===== src/rtl/dragon_pkg.sv =====
// Shared types and widths for the dragon body logic: state encoding, length and
// pending-request counter widths, and the saturating request-counter update.
package dragon_pkg;

   localparam int unsigned MAX_LEN = 7;
   localparam int unsigned LEN_W   = 3;
   localparam int unsigned PEND_W  = 2;
   localparam int unsigned MC_W    = 6;
   localparam int unsigned CD_W    = 8;

   typedef enum logic [1:0] {
      ST_RUN      = 2'd0,
      ST_COOLDOWN = 2'd1,
      ST_DEAD     = 2'd2
   } state_t;

   // Request and consume in the same cycle cancel out; requests saturate at all-ones.
   function automatic logic [PEND_W-1:0] pend_next(input logic [PEND_W-1:0] p,
                                                   input logic              inc,
                                                   input logic              dec);
      logic [PEND_W-1:0] r;
      r = p;
      if (inc && !dec && (p != '1))
         r = p + PEND_W'(1);
      else if (dec && !inc)
         r = p - PEND_W'(1);
      return r;
   endfunction

endpackage


===== src/rtl/vsync_edge_detect.sv =====
// Rising-edge detector on the raw vsync level; frame_tick is high for one cycle per frame.
module vsync_edge_detect (
   input  logic clk,
   input  logic reset,
   input  logic vsync,
   output logic frame_tick
);

   logic vsync_q;

   always_ff @(posedge clk or negedge reset) begin
      if (!reset)
         vsync_q <= 1'b0;
      else
         vsync_q <= vsync;
   end

   assign frame_tick = vsync & ~vsync_q;

endmodule


===== src/rtl/dragon_segment_scheduler.sv =====
// Paces dragon body steps from frame ticks and resolves queued grow/shrink requests,
// one action per step, with post-hit cooldown and a DEAD state left via restart.
module dragon_segment_scheduler
   import dragon_pkg::*;
#(
   parameter int unsigned MOVE_PERIOD     = 10,
   parameter int unsigned COOLDOWN_FRAMES = 60,
   parameter int unsigned MAX_LEN         = dragon_pkg::MAX_LEN
) (
   input  logic            clk,
   input  logic            reset,
   input  logic            vsync,
   input  logic            heal_req,
   input  logic            hit_req,
   input  logic            restart,
   output logic [MC_W-1:0]  movementCounter,
   output logic            move_tick,
   output logic            heal,
   output logic            hit,
   output logic            body_clear,
   output logic [LEN_W-1:0] length,
   output logic            invuln,
   output logic            dead
);

   state_t              st_q, st_d;
   logic [MC_W-1:0]     mc_q, mc_d;
   logic [LEN_W-1:0]    len_q, len_d;
   logic [PEND_W-1:0]   heal_pend_q, heal_pend_d;
   logic [PEND_W-1:0]   hit_pend_q, hit_pend_d;
   logic [CD_W-1:0]     cd_q, cd_d;
   logic                move_tick_q, move_tick_d;
   logic                heal_q, heal_d;
   logic                hit_q, hit_d;
   logic                clr_q, clr_d;
   logic                frame_tick;
   logic                step, heal_dec, hit_dec, kill;

   vsync_edge_detect u_edge (
      .clk        (clk),
      .reset      (reset),
      .vsync      (vsync),
      .frame_tick (frame_tick)
   );

   always_ff @(posedge clk or negedge reset) begin
      if (!reset) begin
         st_q        <= ST_RUN;
         mc_q        <= '0;
         len_q       <= LEN_W'(1);
         heal_pend_q <= '0;
         hit_pend_q  <= '0;
         cd_q        <= '0;
         move_tick_q <= 1'b0;
         heal_q      <= 1'b0;
         hit_q       <= 1'b0;
         clr_q       <= 1'b0;
      end else begin
         st_q        <= st_d;
         mc_q        <= mc_d;
         len_q       <= len_d;
         heal_pend_q <= heal_pend_d;
         hit_pend_q  <= hit_pend_d;
         cd_q        <= cd_d;
         move_tick_q <= move_tick_d;
         heal_q      <= heal_d;
         hit_q       <= hit_d;
         clr_q       <= clr_d;
      end
   end

   always_comb begin
      st_d        = st_q;
      mc_d        = mc_q;
      len_d       = len_q;
      cd_d        = cd_q;
      heal_pend_d = heal_pend_q;
      hit_pend_d  = hit_pend_q;
      move_tick_d = 1'b0;
      heal_d      = 1'b0;
      hit_d       = 1'b0;
      clr_d       = 1'b0;
      step        = 1'b0;
      heal_dec    = 1'b0;
      hit_dec     = 1'b0;
      kill        = 1'b0;

      if (st_q == ST_DEAD) begin
         if (restart) begin
            st_d        = ST_RUN;
            len_d       = LEN_W'(1);
            mc_d        = '0;
            cd_d        = '0;
            heal_pend_d = '0;
            hit_pend_d  = '0;
            clr_d       = 1'b1;
         end
      end else begin
         if (frame_tick) begin
            if (mc_q == MC_W'(MOVE_PERIOD)) begin
               mc_d = '0;
               step = 1'b1;
            end else begin
               mc_d = mc_q + MC_W'(1);
            end
            if (st_q == ST_COOLDOWN) begin
               cd_d = cd_q - CD_W'(1);
               if (cd_q == CD_W'(1))
                  st_d = ST_RUN;
            end
         end

         // A hit resolved on a step overrides the cooldown bookkeeping above.
         if (step) begin
            move_tick_d = 1'b1;
            if ((heal_pend_q != '0) && (hit_pend_q != '0)) begin
               heal_dec = 1'b1;
               hit_dec  = 1'b1;
            end else if (hit_pend_q != '0) begin
               if (len_q > LEN_W'(1)) begin
                  hit_d   = 1'b1;
                  len_d   = len_q - LEN_W'(1);
                  hit_dec = 1'b1;
                  cd_d    = CD_W'(COOLDOWN_FRAMES);
                  st_d    = ST_COOLDOWN;
               end else begin
                  kill = 1'b1;
                  st_d = ST_DEAD;
               end
            end else if (heal_pend_q != '0) begin
               heal_dec = 1'b1;
               if (len_q < LEN_W'(MAX_LEN)) begin
                  heal_d = 1'b1;
                  len_d  = len_q + LEN_W'(1);
               end
            end
         end

         heal_pend_d = pend_next(heal_pend_q, heal_req, heal_dec);
         hit_pend_d  = pend_next(hit_pend_q, hit_req && (st_q == ST_RUN), hit_dec);
         if (kill) begin
            heal_pend_d = '0;
            hit_pend_d  = '0;
            cd_d        = '0;
         end
      end
   end

   assign movementCounter = mc_q;
   assign move_tick       = move_tick_q;
   assign heal            = heal_q;
   assign hit             = hit_q;
   assign body_clear      = clr_q;
   assign length          = len_q;
   assign invuln          = (st_q == ST_COOLDOWN);
   assign dead            = (st_q == ST_DEAD);

endmodule


===== config.mk =====
export PLATFORM = sky130hd
export DESIGN_NAME = dragon_segment_scheduler
export DESIGN_NICKNAME = d
export VERILOG_FILES = /design/src/rtl/dragon_pkg.sv /design/src/rtl/vsync_edge_detect.sv /design/src/rtl/dragon_segment_scheduler.sv
export SDC_FILE = /design/constraint.sdc
export NUM_CORES = 1
export LEC_CHECK = 0
export CORE_AREA = 2 2 82 45
export CTS_CLUSTER_DIAMETER = 100
export DETAILED_ROUTE_END_ITERATION = 7
export DIE_AREA = 0 0 84 47
export GPL_TIMING_DRIVEN = 0
export PLACE_DENSITY = 0.77
export SLEW_MARGIN = 10
export SYNTH_ARGS = -nofsm -noshare
export SYNTH_HDL_FRONTEND = slang
export SYNTH_SLANG_ARGS = --single-unit
export TNS_END_PERCENT = 100

===== constraint.sdc =====
create_clock -name clk -period 2.8 [get_ports clk]
set_input_delay 0.56 -clock clk [delete_from_list [all_inputs] [get_ports clk]]
set_output_delay 0.56 -clock clk [all_outputs]
set_load 0.05 [all_outputs]

==> flow_summary.ini <==
[pwr]
power_density_nw_per_um2 = 498.7
ir_drop_uv = 358.5
p_total_uw = 1012
leakage_uw = 0.0008423

[drt]
via_count = 1608
dr.pass1.iters = 4
viasPerCell = 6.257
drtIter0Drc = 124
routedWlPerCell_um = 15.82
ant_nets = 0
wl_mm = 4.066
drc = 0

[timing]
final.min_clock_period_ps = 2527
slew-limit-headroom = 0.4616
rsz0062_at_grt = false
period_share = 0.9026
max_freq_mhz = 395.7
fin_skew_ps = 5.116
tightest_slew_ps = 800.3
hold_viol = 0
layout_setup_ws_ps = 272.7
finalMaxSlewViolations = 0
setup_violations = 0

[global_routing]
grt_overflow_total = 0
grt_pass1_vias = 1365
globalRouteMet3Util = 0.04921
grt_use_met1 = 0.3010
grtUsageMet2 = 0.3600
grt_first_pass_wirelength_mm = 6.561
grt_max_degree = 29
grt_use_total = 0.2164
top_usage_layer = met2
antenna_found_initial = 0

[synthesis]
synth_area_leaders = dfrtp_1 40%, o21ai_0 5.3%, ha_1 5.1%, nand2_1 4.2%, nor2_1 3.5%
yosysMostFrequentCell = dfrtp_1
ys_types = 49
async_flop_share = 1.000
synth.top_cells.by_count = 27 x dfrtp_1, 19 x nand2_1, 18 x o21ai_0
yosysTopAreaCell = dfrtp_1
syn-num-nets = 204
synthMuxAreaShare = 0
seq_area_frac_synth = 0.4107
synth_compound_area_frac = 0.2438
synth_top_area_frac = 0.3953
ys_dominant_reg_cell = dfrtp_1
yosys.area_share.simple = 0.2467
synthCells = 191
ys_ff_latch = 28
synth_area_um2 = 1709
synth_top_family_by_area = simple AND/OR/NAND/NOR gates
synth_edf_count = 0
yosysWarnings = 0
synth-xor-area-share = 0.01025
avgSynthCellArea_um2 = 8.948
yosys.area_share.adder = 0.05124

[finish]
finish.utilization = 0.6247
layout-drive-gt1-share = 0.08837
diodes = 0
nets = 229
n_fill_cell = 252
final_area_um2 = 2028
area_growth_syn_to_layout_pct = 18.67

[place]
post_dp_cell_area_um2 = 1962
io_buffer_count = 20
pre_cts_slack_ps = -40.85
dp_hpwl_mm = 2.948
gp_congestion = 1.012

[job]
max_cap_violations = 0

[cts]
ctsRootBufferMaster = clkbuf_8
tritoncts = yes
clock_sink_count = 28
clkLatencyLatePin_ps = 290
htree_levels = 1
cts_setup_buffers = 0
cts_repair_resize_count = 0
cts_buffers = 3
hold_buffers = 0
cts_buffer_depth = 2
cts.clk_slew.worst_paths_ps = 100

[worst_setup_path]
ff2ff_setup_slack_ps = 400
cp.arrival_ps = 1970
crit_type = flip-flop to output pin
endpoint_kind = output pin
critPathMaxFanout = 10
cp_data_required_time_ps = 2240
start_kind = flip-flop

[floorplan]
core.rowCount = 15
die_h_um = 47
start_util = 0.5264
core_um2 = 3247
ios = 21
chipWidth_um = 84
die_area_um2 = 3948

[min_path]
hold_class = input port to async pin

[outcome]
outcome = complete, no violations
[routing by layer]
| layer | up-vias | share of wire |
|---|---|---|
| met5 | - | 0 |
| met2 | 65 | 0.44 |
| met4 | 0 | 0.0044 |
| met1 | 782 | 0.48 |
| li1 | 756 | - |
| met3 | 5 | 0.067 |
[state kept, by name, summed over array words and instances, names as in the netlist]
name             cells
u_edge.vsync_q       1
body_clear           1
movementCounter      6
length               3
hit_pend_q           2
cd_q                 8
heal_pend_q          2
move_tick            1
hit                  1
st_q                 2
heal                 1
[per-stage QoR]
stage | setup TNS (ps) | hold WS (ps) | cells
6_report | 0 | 283.2 | 257
5_1_grt | 0 | 324.3 | 257
4_1_cts | 0 | 481.9 | 257
3_5_place_dp | -40.85 | 468.7 | 253
3_3_place_gp | 0 | 466.1 | 253
2_1_floorplan | 0 | 264.4 | 191
[worst paths after layout]
| path | startpoint | to | depth (start not counted) |
|---|---|---|---|
| worst min-delay path | reset | cd_q[2] | 1 |
| worst max-delay path | st_q[0] | dead | 4 |
| worst max register to register | movementCounter[0] | cd_q[4] | 7 |
| max in group asynchronous | reset | heal_pend_q[0] | 1 |
| worst min register to register | cd_q[7] | cd_q[7] | 1 |
| min in group clk | cd_q[7] | cd_q[7] | 1 |
[power breakdown]
group	leakage (µW)	total (µW)	switching [µW]	internal, µW
logic	0.000448	212	134	78.2
clock network	0.0000357	328	136	192
registers	0.000359	471	39.8	431
total	0.000842	1010	310	702
[logic make-up after synthesis]
logic type | count (synthesis)
AND/OR/NAND/NOR | 79
AO/OA/AOI/OAI | 61
flip-flops | 28
buffers and inverters | 14
adder cells (fa/ha/maj) | 7
XOR/XNOR | 2
[cell usage in the layout, fill, tap and decap left out, types with 5 or more instances in the layout]
master / netlist / layout
a21oi_1: 9 / 9
nand3_1: 8 / 8
o31ai_1: 6 / 6
dfrtp_1: 27 / 27
nand2b_1: 6 / 6
nor2b_1: 6 / 6
o21ai_0: 18 / 18
nand2_1: 19 / 19
clkdlybuf4s50_1: 0 / 19
inv_1: 9 / 9
nor2_1: 16 / 16
a31oi_1: 5 / 5
ha_1: 7 / 7
[worst max-delay path: stages (launching register included)]
cell,delay (ps)
dfrtp_1,430
nand2b_1,170
buf_6,150
inv_4,110
clkdlybuf4s50_1,820
[area by class of cell]
| type | instances | area (µm²) | area share |
|---|---|---|---|
| timing repair buffer | 20 | 195.2 | 0.09624 |
| inverter | 10 | 40.04 | 0.01974 |
| buffer | 4 | 23.77 | 0.01172 |
| tap | 42 | 52.55 | 0.02591 |
| sequential | 28 | 701.9 | 0.3461 |
| clock buffer | 3 | 41.29 | 0.02036 |
| clock inverter | 1 | 30.03 | 0.01481 |
| multi-input combinational | 149 | 943.4 | 0.4651 |
Note: power is estimated with default switching activity, not from simulation.
